`src/rtl/seq_det_pkg.sv`:
```
// Purpose: shared constants and KMP next-progress function for the serial pattern detector.
// Latency: n/a (package; pure combinational function).
// Backpressure: n/a.
package seq_det_pkg;

    // Largest supported pattern and the progress width it needs.
    localparam int PAT_W_MAX = 16;
    localparam int K_W_MAX   = $clog2(PAT_W_MAX + 1);

    // Progress value that means "nothing matched yet".
    localparam int ST_IDLE = 0;

    // Width of a progress register able to hold 0..pat_w.
    function automatic int prog_w(input int pat_w);
        return $clog2(pat_w + 1);
    endfunction

    // Next progress value after sampling bit b from progress k.
    // pat holds the pattern in its low pat_w bits, MSB expected first.
    // The candidate stream is the first k pattern bits followed by b; the
    // result is the longest pattern prefix that is a suffix of it. When k is
    // the full pattern and ovl=0 the history is discarded, which is the same
    // as starting over from k=0.
    // Loops run over fixed bounds so the function maps to plain logic.
    function automatic logic [K_W_MAX-1:0] next_progress(
        input logic [PAT_W_MAX-1:0] pat,
        input int                   pat_w,
        input logic [K_W_MAX-1:0]   k,
        input logic                 b,
        input logic                 ovl
    );
        logic [PAT_W_MAX:0] s;
        logic [3:0]         pidx;
        logic [4:0]         sidx;
        logic               ok;
        int                 kk;
        int                 best;

        kk = (int'(k) == pat_w && !ovl) ? 0 : int'(k);

        s = '0;
        for (int j = 0; j < PAT_W_MAX; j++) begin
            if (j < kk) begin
                pidx = 4'(pat_w - 1 - j);
                s[5'(j)] = pat[pidx];
            end
        end
        s[5'(kk)] = b;

        best = 0;
        for (int l = 1; l <= PAT_W_MAX; l++) begin
            if (l <= kk + 1 && l <= pat_w) begin
                ok = 1'b1;
                for (int i = 0; i < PAT_W_MAX; i++) begin
                    if (i < l) begin
                        pidx = 4'(pat_w - 1 - i);
                        sidx = 5'(kk + 1 - l + i);
                        if (pat[pidx] != s[sidx]) ok = 1'b0;
                    end
                end
                if (ok) best = l;
            end
        end
        return K_W_MAX'(best);
    endfunction

endpackage

```
`src/rtl/sat_counter.sv`:
```
// Purpose: up-counter that saturates at all-ones, with synchronous clear.
// Latency: q reflects inc/clr one cycle after the sampling edge.
// Backpressure: none; clr wins over inc on the same edge.
//   ports: clk, rst_n (async active-low), inc, clr, q[W-1:0]
module sat_counter #(
    parameter int W = 8
) (
    input  logic         clk,
    input  logic         rst_n,
    input  logic         inc,
    input  logic         clr,
    output logic [W-1:0] q
);

    always_ff @(posedge clk or negedge rst_n) begin
        if (!rst_n) begin
            q <= '0;
        end else if (clr) begin
            q <= '0;
        end else if (inc && (q != {W{1'b1}})) begin
            q <= q + W'(1);
        end
    end

endmodule

```
`src/rtl/seq_detect_moore_param.sv`:
```
// Purpose: Moore serial detector for a parameterised pattern, KMP fallback, run-time overlap select, saturating match count.
// Latency: get/match_cnt valid the cycle after the edge that samples the last pattern bit.
// Backpressure: none; en=0 freezes all state, one bit per clock otherwise.
//   ports: clk, rst_n, go (serial bit), en (bit valid), ovl (overlap mode),
//          cnt_clr (sync counter clear), get (registered match flag), match_cnt
module seq_detect_moore_param
    import seq_det_pkg::*;
#(
    parameter int               PAT_W   = 4,
    parameter logic [PAT_W-1:0] PATTERN = 4'b1010,
    parameter int               CNT_W   = 8
) (
    input  logic             clk,
    input  logic             rst_n,
    input  logic             go,
    input  logic             en,
    input  logic             ovl,
    input  logic             cnt_clr,
    output logic             get,
    output logic [CNT_W-1:0] match_cnt
);

    localparam int                   PW       = prog_w(PAT_W);
    localparam logic [PW-1:0]        K_IDLE   = PW'(ST_IDLE);
    localparam logic [PW-1:0]        K_MATCH  = PW'(PAT_W);
    localparam logic [PAT_W_MAX-1:0] PAT_EXT  = PAT_W_MAX'(PATTERN);

    logic [PW-1:0] state;
    logic [PW-1:0] nxt;
    logic          hit;

    always_comb begin
        nxt = PW'(next_progress(PAT_EXT, PAT_W, K_W_MAX'(state), go, ovl));
        hit = en && (nxt == K_MATCH);
    end

    // get is its own flop, loaded with the decoded next state, so it is a
    // clean register output with no path from go.
    always_ff @(posedge clk or negedge rst_n) begin
        if (!rst_n) begin
            state <= K_IDLE;
            get   <= 1'b0;
        end else if (en) begin
            state <= nxt;
            get   <= (nxt == K_MATCH);
        end
    end

    sat_counter #(
        .W (CNT_W)
    ) u_cnt (
        .clk   (clk),
        .rst_n (rst_n),
        .inc   (hit),
        .clr   (cnt_clr),
        .q     (match_cnt)
    );

endmodule

```
`config.mk`:
```
export PLATFORM = sky130hd
export DESIGN_NAME = seq_detect_moore_param
export DESIGN_NICKNAME = d
export VERILOG_FILES = /design/src/rtl/seq_det_pkg.sv /design/src/rtl/sat_counter.sv /design/src/rtl/seq_detect_moore_param.sv
export SDC_FILE = /design/constraint.sdc
export NUM_CORES = 1
export LEC_CHECK = 0
export CELL_PAD_IN_SITES_DETAIL_PLACEMENT = 1
export CELL_PAD_IN_SITES_GLOBAL_PLACEMENT = 1
export CORE_ASPECT_RATIO = 1.5
export CORE_MARGIN = 2
export CORE_UTILIZATION = 35
export CTS_CLUSTER_DIAMETER = 60
export DETAILED_ROUTE_END_ITERATION = 10
export PLACE_DENSITY_LB_ADDON = 0.1
export REMOVE_ABC_BUFFERS = 1
export SLEW_MARGIN = 20
export SYNTH_ARGS = -nofsm -noshare
export SYNTH_HDL_FRONTEND = slang
export SYNTH_SLANG_ARGS = --single-unit
```
`constraint.sdc`:
```
create_clock -name clk -period 7.02 [get_ports clk]
set_input_delay 0.702 -clock clk [delete_from_list [all_inputs] [get_ports clk]]
set_output_delay 0.702 -clock clk [all_outputs]
set_load 0.02 [all_outputs]
```
After elaboration in Yosys (flattened, before gate mapping):

Cells that the tools add are included.
W data, S select, Z words.

* reduce and logical (&&, ||, !) cells: 6
* eq/ne operators: 3
* add/subtract/negate cells: 12
* magnitude comparators: 18
* multiplexer cells: 50

Operators by type and width (number)
* $le A3 B32 Y1 const A: 2
* $lt A5 B6 Y1 const B: 10
* $bmux W1 S5: 10
* $le A2 B32 Y1 const A: 1
* $le A4 B32 Y1 const A: 1
* $mux W1: 29
* $mux W3: 6
* $bwmux W17: 1
* $mux W8: 2
* $add A5 B2 Y5 const B: 3
* $add A5 B3 Y5 const B: 3
* $sub A4 B2 Y5 const B: 2
* $add A8 B1 Y8 const B: 1
* $ne A8 B8 Y1 const B: 1
* $eq A3 B3 Y1 const B: 2
* $lt A3 B6 Y1 const B: 1
* $demux W1 S5: 1
* $sub A4 B3 Y5 const B: 1
* $sub A5 B2 Y5 const B: 1
* $add A3 B1 Y4 const B: 1
* $logic_and A1 B1 Y1: 4
* $ge A3 B1 Y1 const B: 1
* $lt A1 B3 Y1 const A: 1
* $lt A2 B3 Y1 const A: 1
* 3 further kinds: 3

* flip-flop bits (word level): 12
* bits of input ports: 6
* word-level logic and storage cells: 92
* output and inout bits: 9

Depth between registers and ports, before layout:

Gate-level depths: netlist of the first run.

* word-level depth: 25
* depth in mapped cells: 14
* depth with buffers taken out: 13

Cells and area by module:

From an unflattened synthesis of the first run, not the netlist that was laid out.

* cell total of the unflattened synthesis: 149
* area total of the unflattened synthesis: 1234.9 um^2

By module, submodules not included
* seq_detect_moore_param: area an instance 770.7 um^2, cells each 100, instances 1
* sat_counter: area an instance 464.2 um^2, cells each 49, instances 1

Worst setup path before layout of the first run:

OpenSTA, ideal clock, no wires.

* kind: flip-flop to flip-flop
* from: register state[1]
* to: register u_cnt.q[7]
* stages on the path, launching flop included: 15
* period minus slack after synthesis: 3.486 ns
* setup time: 0.127 ns
* arrival: 3.359 ns
* setup slack: 3.534 ns
* cells stage by stage: dfrtp_1 -> inv_1 -> ha_1 -> nand2b_2 -> nand2_2 -> xor2_1 -> ha_1 -> nand2_1 -> ha_1 -> nand4_1 -> or4_4 -> a311oi_2 -> buf_6 -> nand4_1 -> mux2_1

* cells in the longest elaborated chain, start to end: 24
* elaborated cells between the ends (all ways): 74

RTL lines
* from (decl): RTL line seq_detect_moore_param.sv:28 `logic [PW-1:0] state;`
* from (signal assigned): RTL line seq_detect_moore_param.sv:44 `state <= nxt;`
* $eq A3 B3 Y1: RTL line seq_det_pkg.sv:39 `kk = (int'(k) == pat_w && !ovl) ? 0 : int'(k);`
* $logic_and A1 B1 Y1: RTL line seq_det_pkg.sv:39
* $mux W3 (*): RTL line seq_det_pkg.sv:39
* branches (longest 16 deep; another with $sub A4 B2 Y5)
* $mux W3 (*): RTL line seq_det_pkg.sv:52 `if (l <= kk + 1 && l <= pat_w) begin`
* $eq A3 B3 Y1 (*): RTL line seq_detect_moore_param.sv:34 `hit = en && (nxt == K_MATCH);`
* $logic_and A1 B1 Y1 (*): RTL line seq_detect_moore_param.sv:34
* $logic_and A1 B1 Y1 (*): RTL line sat_counter.sv:20 `end else if (inc && (q != {W{1'b1}})) begin`
* $reduce_bool A2 Y1 (no line) (*)
* to (signal assigned): RTL line sat_counter.sv:21 `q <= q + W'(1);`
* to (decl): RTL line sat_counter.sv:12 `output logic [W-1:0] q`

Mark *: on every way between the ends. The select of a mux whose other input is x is not followed.
A chain may end at the register's enable or synchronous reset.

Final worst setup path of the first run:

* from: register state[0]
* to: register u_cnt.q[7]

The elaborated chain is that of the path after synthesis.

==> results of run 1 <==
==> synthesized netlist by cell type (2+ instances only) <==
| cell type | number | area, sq um |
|---|---|---|
| nand4_1 | 7 | 43.8 |
| o211ai_1 | 3 | 22.5 |
| xor2_1 | 5 | 43.8 |
| a21oi_1 | 11 | 55.1 |
| inv_1 | 3 | 11.3 |
| xnor2_1 | 4 | 35.0 |
| dfrtp_1 | 12 | 300 |
| or3_1 | 2 | 12.5 |
| a31o_2 | 2 | 17.5 |
| nand3b_1 | 3 | 22.5 |
| nand3_1 | 2 | 10.0 |
| and3_1 | 4 | 25.0 |
| nor2b_1 | 6 | 37.5 |
| nor4b_1 | 2 | 17.5 |
| and2b_2 | 2 | 17.5 |
| nand2b_1 | 3 | 18.8 |
| mux2_1 | 2 | 22.5 |
| o211a_1 | 2 | 20.0 |
| nor2_1 | 16 | 60.1 |
| nand2_1 | 10 | 37.5 |
| o21ai_0 | 3 | 15.0 |
| nor3_1 | 3 | 15.0 |
| ha_1 | 13 | 163 |
| buf_6 | 2 | 22.5 |
==> kinds of logic (layout without fill, tap and decap cells) <==
kind of cell               after synthesis  after routing  synth area share, %
and+or+nand+nor                         66             66                 29.1
adders and majority gates               13             13                 13.1
AOI/OAI and AO/OA                       34             34                 19.7
buffers and inverters                    8             21                 4.22
xor gates and xnor gates                 9              9                 6.32
muxes                                    4              4                 3.51
DFF                                     12             12                 24.1
==> how the worst max path moves through the flow <==
stage	end	depth (start not counted)	slack [ns]
after floorplan	u_cnt.q[5]	13	3.33
after global placement	u_cnt.q[4]	12	2.69
after detailed placement	u_cnt.q[7]	12	2.54
after CTS	u_cnt.q[7]	13	2.69
after global routing	u_cnt.q[5]	13	2.34
final	u_cnt.q[7]	13	2.71
==> critical path, delay by kind of cell (launching register included) <==
| family | cells | cell delay (ns) |
|---|---|---|
| simple gates | 6 | 1.17 |
| fa+ha+maj | 3 | 0.88 |
| compound gates | 1 | 0.67 |
| flops | 1 | 0.57 |
| mux | 1 | 0.36 |
| xor+xnor | 1 | 0.29 |
| buf+inv | 1 | 0.24 |
==> layer usage <==
metal  vias to the layer above  wire length (microns)  part of all wire (%)  GRT usage (%)
li1                        563                      -                     -              -
met1                       579                   1310                    38           20.6
met2                        16                   2000                    58           37.8
met3                         5                     46                   1.3           1.17
met4                         0                     57                   1.7           6.92
met5                         -                      0                     0              0
==> layout make-up <==
cell class              instances  area, sq um
flip-flops and latches         12          300
multi-input cells             126          893
fillers                       421         1960
clock buffers                   4         55.1
repair buffers                 14          140
inverters                       3         11.3
well taps                      42         52.6
==> power groups by stage <==
stage	clock [mW]	combinational (mW)	sequential, mW
detailed placement	0	0.0788	0.0783
CTS	0.0775	0.0791	0.0772
global route	0.0816	0.0881	0.0780
finish	0.0743	0.0789	0.0771
global placement	0	0.0779	0.0782
floorplan	0	0.0555	0.0765
==> flip-flops by register name, indices dropped and copies added, names as in the netlist <==
signal	count
get	1
state	3
u_cnt.q	8
==> results.sh, run 1 <==
export IMPL_dieWidth_microns=52.7
export IMPL_instances_no_fill=201
export IMPL_cts_tree="yes"
export IMPL_hold_viol=0
export IMPL_syn_area_sq_um=1250
export IMPL_power_frac_seq_pct=33.5
export IMPL_cts_sinks=12
export IMPL_cts_resized=0
export IMPL_critPathMaxStageDelay_ns=0.67
export IMPL_max_cap_violations=0
export IMPL_critPathLaunchType="flop"
export IMPL_clk_pin_slew_ns=0.05
export IMPL_hp_class="reg -> reg"
export IMPL_synth_seq_cells=12
export IMPL_drcViolationCount=0
export IMPL_dpl_instance_area_sq_um=1400
export IMPL_timing_fmax_mhz=232
export IMPL_synth_edf_count=0
export IMPL_ctsHtreeMaxLevel=1
export IMPL_rr_startpoint="state[0]"
export IMPL_tightest_slew_ns=0.801
export IMPL_crit_fanout=11
export IMPL_critPathKind="reg -> reg"
export IMPL_outcome="completed"
export IMPL_insertion_delay_ns=0.24
export IMPL_power_mw=0.230
export IMPL_die_area_sq_um=4060
export IMPL_drive_gt1_share_pct=9.43
export IMPL_synthFlopType="dfrtp_1"
export IMPL_p_int_mw=0.153
export IMPL_num_rows=26
export IMPL_dp_cells=197
export IMPL_synthToLayoutAreaGrowth_pct=16.6
export IMPL_ir_drop_mv=0.0664
export IMPL_dp_hpwl_mm=2.82
export IMPL_cts_setup_buffers=0
export IMPL_nets=179
export IMPL_leakagePower_nw=0.595
export IMPL_setup_ws_ns=2.71
export IMPL_crit_top_cell="ha_1"
export IMPL_start_util_pct=36.5
export IMPL_crit_chain="inv_1, ha_1, nand2b_2, nand2_2, xor2_1, ha_1, nand2_1, ha_1, nand4_1, or4_4, a311oi_2, nand4_1, mux2_1"
export IMPL_power_frac_comb_pct=34.2
export IMPL_track_usage_pct=19.5
export IMPL_viasPerCell=5.79
export IMPL_vias=1163
export IMPL_grt_max_degree=16
export IMPL_fin_tns_setup_ns=0
export IMPL_timing_hold_ws_ns=0.529
export IMPL_setup_violations_final=0
export IMPL_drv_slew=0
export IMPL_io_pins=15
export IMPL_hold_end="get"
export IMPL_drt_wirelength_per_cell_microns=17.0
export IMPL_layout_common_cells="nor2_1 (16), clkdlybuf4s50_1 (14), ha_1 (13), dfrtp_1 (12), a21oi_1 (11)"
export IMPL_worst_r2r_cell_count=13
export IMPL_final_min_clock_period_ns=4.31
export IMPL_yosysWarnings=0
export IMPL_core_sq_um=3420
export IMPL_critPathCaptureType="flop"
export IMPL_syn_area_per_cell_sq_um=8.54
export IMPL_ctsHoldBuffers=0
export IMPL_gr_total_overflow=0
export IMPL_drt_iter0_drc=19
export IMPL_maxSlewHeadroom_pct=46.6
export IMPL_design_area_sq_um=1450
export IMPL_power_density_nw_per_um2=159
export IMPL_rsz0062_at_grt="no"
export IMPL_die_height_microns=77.1
export IMPL_cp_required_ns=7.14
export IMPL_switching_share_pct=33.6
export IMPL_worstHoldStart="get"
export IMPL_final_common_cell="nor2_1"
export IMPL_startpoint="state[0]"
export IMPL_numPortBuffers=14
export IMPL_min_path_cells=2
export IMPL_antenna_found_initial=0
export IMPL_grt_pass1_vias=1230
export IMPL_synth_seq_area_share_pct=24.1
export IMPL_ys_types=48
export IMPL_drtPass1Iterations=3
export IMPL_post_route_util_pct=42.5
export IMPL_r2r_end="u_cnt.q[7]"
export IMPL_cts_buffers=3
export IMPL_root_buffer="clkbuf_8"
export IMPL_pre_cts_slack_ns=2.54
export IMPL_worstPathArrival_ns=4.42
export IMPL_grt_pass1_wl_mm=5.92
export IMPL_drt_wl_total_mm=3.42
export IMPL_fin_worst_skew_ns=0.00226
export IMPL_finalCritPeriodShare_pct=61.3
export IMPL_ant_nets=0
export IMPL_cts_buffer_depth=2
export IMPL_power_share_clock_pct=32.3
export IMPL_p_sw_mw=0.0773
export IMPL_place_gp_congestion=0.890
export IMPL_rrSetupSlack_ns=2.71
export IMPL_n_antenna_cell=0
export IMPL_async_flop_share_pct=100
export IMPL_cp_slowest_cell="a311oi_2"
export IMPL_synthCells=146
No activity file was read; power rests on OpenSTA's default activity.
==> run 2, diff against run 1 <==
clock period = 4.04 ns   (was 7.02 ns; I/O delays follow)
==> run 2 against run 1 <==
Setup slack lost 2.4 ns. Design area is 3.6% higher. Clock skew shrank 0.0015 ns. Flip-flop and latch count stayed put. Non-clock buffer count is 7 higher. Combinational power grew 91%. Global-route usage is 0.061 points higher. Critical endpoint is now u_cnt.q[2].
==> results.sh, run 2 (synthesis results as in run 1) <==
export IMPL_outcome="completed"
export IMPL_core_sq_um=3420
export IMPL_place_gp_congestion=0.860
export IMPL_largestRegisters="u_cnt.q (8), state (3), get (1)"
export IMPL_io_pins=15
export IMPL_rsz0062_at_grt="no"
export IMPL_drcViolationCount=0
export IMPL_p_int_mw=0.272
export IMPL_power_share_clock_pct=31.4
export IMPL_largest_reg_flops=8
export IMPL_p_sw_mw=0.137
export IMPL_critPathKind="in -> reg"
export IMPL_cts_setup_buffers=0
export IMPL_critPathCaptureType="flop"
export IMPL_pre_cts_slack_ns=0.141
export IMPL_power_frac_seq_pct=31.5
export IMPL_hold_viol=0
export IMPL_maxSlewHeadroom_pct=62.4
export IMPL_vias=1190
export IMPL_finalCritPeriodShare_pct=91.8
export IMPL_start_util_pct=36.5
export IMPL_drive_gt1_share_pct=13.3
export IMPL_root_buffer="clkbuf_8"
export IMPL_die_height_microns=77.1
export IMPL_numPortBuffers=14
export IMPL_cts_sinks=12
export IMPL_grt_pass1_wl_mm=6.06
export IMPL_ant_nets=0
export IMPL_switching_share_pct=33.5
export IMPL_antenna_found_initial=0
export IMPL_cts_buffers=3
export IMPL_dieWidth_microns=52.7
export IMPL_num_rows=26
export IMPL_ctsHtreeMaxLevel=1
export IMPL_max_cap_violations=0
export IMPL_power_mw=0.408
export IMPL_tightest_slew_ns=0.562
export IMPL_synthToLayoutAreaGrowth_pct=20.8
export IMPL_n_antenna_cell=0
export IMPL_leakagePower_nw=0.629
export IMPL_gr_total_overflow=0
export IMPL_drt_wl_total_mm=3.60
export IMPL_fin_tns_setup_ns=0
export IMPL_setup_ws_ns=0.331
export IMPL_ctsHoldBuffers=0
export IMPL_final_common_cell="nor2_1"
export IMPL_grt_max_degree=16
export IMPL_power_density_nw_per_um2=271
export IMPL_power_frac_comb_pct=37.1
export IMPL_crit_fanout=7
export IMPL_insertion_delay_ns=0.23
export IMPL_cp_required_ns=4.17
export IMPL_final_min_clock_period_ns=3.71
export IMPL_drtPass1Iterations=4
export IMPL_die_area_sq_um=4060
export IMPL_ir_drop_mv=0.125
export IMPL_drv_slew=0
export IMPL_worstPathArrival_ns=3.83
export IMPL_layout_common_cells="nor2_1 (16), clkdlybuf4s50_1 (14), ha_1 (13), dfrtp_1 (12), a21oi_1 (11)"
export IMPL_cts_tree="yes"
export IMPL_fin_worst_skew_ns=0.000768
export IMPL_drt_wirelength_per_cell_microns=17.3
export IMPL_setup_violations_final=0
export IMPL_dpl_instance_area_sq_um=1450
export IMPL_viasPerCell=5.72
export IMPL_post_route_util_pct=44.1
export IMPL_nets=186
export IMPL_design_area_sq_um=1510
export IMPL_dp_hpwl_mm=2.95
export IMPL_timing_fmax_mhz=270
export IMPL_track_usage_pct=19.5
export IMPL_critPathLaunchType="input port"
export IMPL_drt_iter0_drc=17
export IMPL_cts_buffer_depth=2
export IMPL_regMostFlops="u_cnt.q"
export IMPL_hp_class="in -> async"
export IMPL_clk_pin_slew_ns=0.05
export IMPL_grt_pass1_vias=1261
export IMPL_cts_resized=0
[run 2: power groups by stage]
| stage | Sequential (mW) | Combinational [mW] | Clock [mW] |
|---|---|---|---|
| after floorplan | 0.133 | 0.0965 | 0 |
| after global placement | 0.130 | 0.146 | 0 |
| after detailed placement | 0.130 | 0.151 | 0 |
| after CTS | 0.128 | 0.152 | 0.132 |
| after global routing | 0.129 | 0.168 | 0.137 |
| final | 0.129 | 0.151 | 0.128 |
[run 2: final cells by class]
cell class / instances / area [sq um]
Clock buffer: 4 / 55.1
Fill cell: 423 / 1910
Inverter: 3 / 11.3
Multi-Input combinational cell: 126 / 893
Sequential cell: 12 / 300
Tap cell: 42 / 52.6
Timing Repair Buffer: 21 / 193
[run 2: worst max-delay path: stages]
cell	delay, ns
clkdlybuf4s50_1	0.46
nand2b_2	0.24
nand2_2	0.16
xor2_1	0.28
ha_1	0.29
nand2_1	0.08
ha_1	0.29
nand4_1	0.10
or4_4	0.54
a311oi_2	0.46
buf_4	0.25
a21oi_1	0.07
a31o_2	0.21
[run 2: final timing paths]
check                      slack (ns)  cells past startpoint      from          to
setup reg to reg                 0.36                     14  state[1]  u_cnt.q[2]
setup / recovery                 0.33                     13       ovl  u_cnt.q[2]
hold reg to reg                  0.53                      2       get         get
hold / removal                   0.53                      1     rst_n  u_cnt.q[1]
min in group clk                 0.53                      2       get         get
max in group asynchronous        3.14                      1     rst_n  u_cnt.q[5]
[run 2: layer usage]
layer / GRT usage, % / up-vias / share of wire (%)
met2: 38.1 / 18 / 58
met1: 20.6 / 589 / 38
li1: - / 579 / -
met3: 0.584 / 4 / 1.5
met5: 0 / - / 0
met4: 7.44 / 0 / 1.9
[run 2: stage by stage]
step | hold WS [ns] | std cells
finish | 0.531 | 208
global route | 0.551 | 208
CTS | 0.533 | 208
detailed placement | 0.521 | 204
global placement | 0.479 | 204
floorplan | 0.108 | 141
==> run 3, diff against run 2 <==
CORE_MARGIN = not set   (was 2)
SLEW_MARGIN = not set   (was 20)
==> run 3 against run 2 <==
Critical path depth shrank 1. Flip-flop and latch count unchanged. Clock power shrank 15%. First-iteration DRC count decreased by 35%. Design area decreased by 0.91%. Combinational power hardly changed. Fmax is 1.2% higher.
==> results.sh, run 3 (synthesis results as in run 1) <==
export IMPL_cts_sinks=12
export IMPL_crit_fanout=7
export IMPL_regMostFlops="u_cnt.q"
export IMPL_drt_wl_total_mm=3.62
export IMPL_final_common_cell="nor2_1"
export IMPL_synthToLayoutAreaGrowth_pct=19.7
export IMPL_p_int_mw=0.251
export IMPL_track_usage_pct=21.5
export IMPL_io_pins=15
export IMPL_num_rows=26
export IMPL_power_density_nw_per_um2=261
export IMPL_cp_required_ns=4.16
export IMPL_drtPass1Iterations=4
export IMPL_hp_class="in -> async"
export IMPL_die_height_microns=75.1
export IMPL_drive_gt1_share_pct=12.7
export IMPL_final_min_clock_period_ns=3.66
export IMPL_root_buffer="clkbuf_8"
export IMPL_ant_nets=0
export IMPL_grt_max_degree=16
export IMPL_grt_pass1_vias=1281
export IMPL_insertion_delay_ns=0.24
export IMPL_hold_viol=0
export IMPL_cts_resized=0
export IMPL_dp_hpwl_mm=2.98
export IMPL_cts_tree="yes"
export IMPL_fin_worst_skew_ns=0.00146
export IMPL_dieWidth_microns=50.7
export IMPL_drt_wirelength_per_cell_microns=17.5
export IMPL_critPathLaunchType="input port"
export IMPL_ctsHtreeMaxLevel=1
export IMPL_switching_share_pct=35.5
export IMPL_instances_no_fill=207
export IMPL_outcome="completed"
export IMPL_tightest_slew_ns=0.550
export IMPL_setup_violations_final=0
export IMPL_ir_drop_mv=0.139
export IMPL_largest_reg_flops=8
export IMPL_viasPerCell=5.83
export IMPL_maxSlewHeadroom_pct=63.2
export IMPL_power_frac_seq_pct=33.1
export IMPL_max_cap_violations=0
export IMPL_ctsHoldBuffers=0
export IMPL_cts_buffers=3
export IMPL_design_area_sq_um=1490
export IMPL_gr_total_overflow=0
export IMPL_drcViolationCount=0
export IMPL_worstPathArrival_ns=3.79
export IMPL_die_area_sq_um=3810
export IMPL_numPortBuffers=14
export IMPL_dp_cells=204
export IMPL_largestRegisters="u_cnt.q (8), state (3), get (1)"
export IMPL_vias=1207
export IMPL_layout_common_cells="nor2_1 (16), clkdlybuf4s50_1 (14), ha_1 (13), dfrtp_1 (12), a21oi_1 (11)"
export IMPL_leakagePower_nw=0.622
export IMPL_fin_tns_setup_ns=0
export IMPL_critPathKind="in -> reg"
export IMPL_timing_hold_ws_ns=0.515
export IMPL_post_route_util_pct=43.7
export IMPL_finalCritPeriodShare_pct=90.7
export IMPL_cts_buffer_depth=2
export IMPL_drv_slew=0
export IMPL_grt_pass1_wl_mm=6.02
export IMPL_dpl_instance_area_sq_um=1450
export IMPL_power_frac_comb_pct=38.8
export IMPL_cts_setup_buffers=0
export IMPL_antenna_found_initial=0
export IMPL_drt_iter0_drc=11
export IMPL_power_share_clock_pct=28.1
export IMPL_timing_fmax_mhz=273
export IMPL_place_gp_congestion=0.785
export IMPL_p_sw_mw=0.138
export IMPL_start_util_pct=36.5
export IMPL_n_antenna_cell=0
export IMPL_nets=186
export IMPL_core_sq_um=3420
export IMPL_critPathCaptureType="flop"
export IMPL_clk_pin_slew_ns=0.05
export IMPL_rsz0062_at_grt="no"
[run 3: changes by cell type in the layout (fill, tap and decap cells not counted)]
cell,previous run,this run
clkbuf_8,4,3
[run 3: per-layer routing]
layer	wire, microns	vias up	share of wire [%]	track usage, %
li1	-	576	-	-
met1	1310	580	36	20.5
met2	1990	34	55	42.1
met3	85	17	2.3	2.02
met4	237	0	6.5	15.7
met5	0	-	0	0
[run 3: cell type report]
type / instances / area [sq um]
clock buffer: 3 / 41.3
timing repair buffer: 21 / 193
tap: 42 / 52.6
fill: 438 / 1920
inverter: 3 / 11.3
multi-input combinational: 126 / 893
sequential: 12 / 300
[run 3: worst paths after layout]
check,start,end,slack (ns),cells after the start
worst max-delay path,ovl,u_cnt.q[5],0.38,12
min in group clk,get,get,0.52,2
worst min-delay path,rst_n,u_cnt.q[0],0.52,1
worst max register to register,state[1],u_cnt.q[5],0.38,13
max in group asynchronous,rst_n,state[0],3.16,1
worst min register to register,get,get,0.52,2
[run 3: worst max-delay path, stage by stage]
cell and delay [ns]:
clkdlybuf4s50_1 0.45, nand2b_2 0.24, nand2_2 0.16, xor2_1 0.27
ha_1 0.29, nand2_1 0.08, ha_1 0.29, nand4_1 0.10
or4_4 0.54, a311oi_2 0.44, nand4_1 0.19, mux2_1 0.33
[run 3: power groups by stage]
stage / Combinational [mW] / Clock, mW / Sequential (mW)
floorplan: 0.0965 / 0 / 0.133
global placement: 0.146 / 0 / 0.130
detailed placement: 0.152 / 0 / 0.131
CTS: 0.152 / 0.113 / 0.129
global route: 0.169 / 0.118 / 0.130
finish: 0.151 / 0.109 / 0.129
[run 3: metrics by stage]
| step | setup WS, ns | total power [mW] |
|---|---|---|
| 3_3_place_gp | 0.281 | 0.277 |
| 2_1_floorplan | 0.345 | 0.229 |
| 5_1_grt | 0.0811 | 0.417 |
| 4_1_cts | 0.372 | 0.394 |
| 3_5_place_dp | 0.145 | 0.282 |
| 6_report | 0.376 | 0.389 |
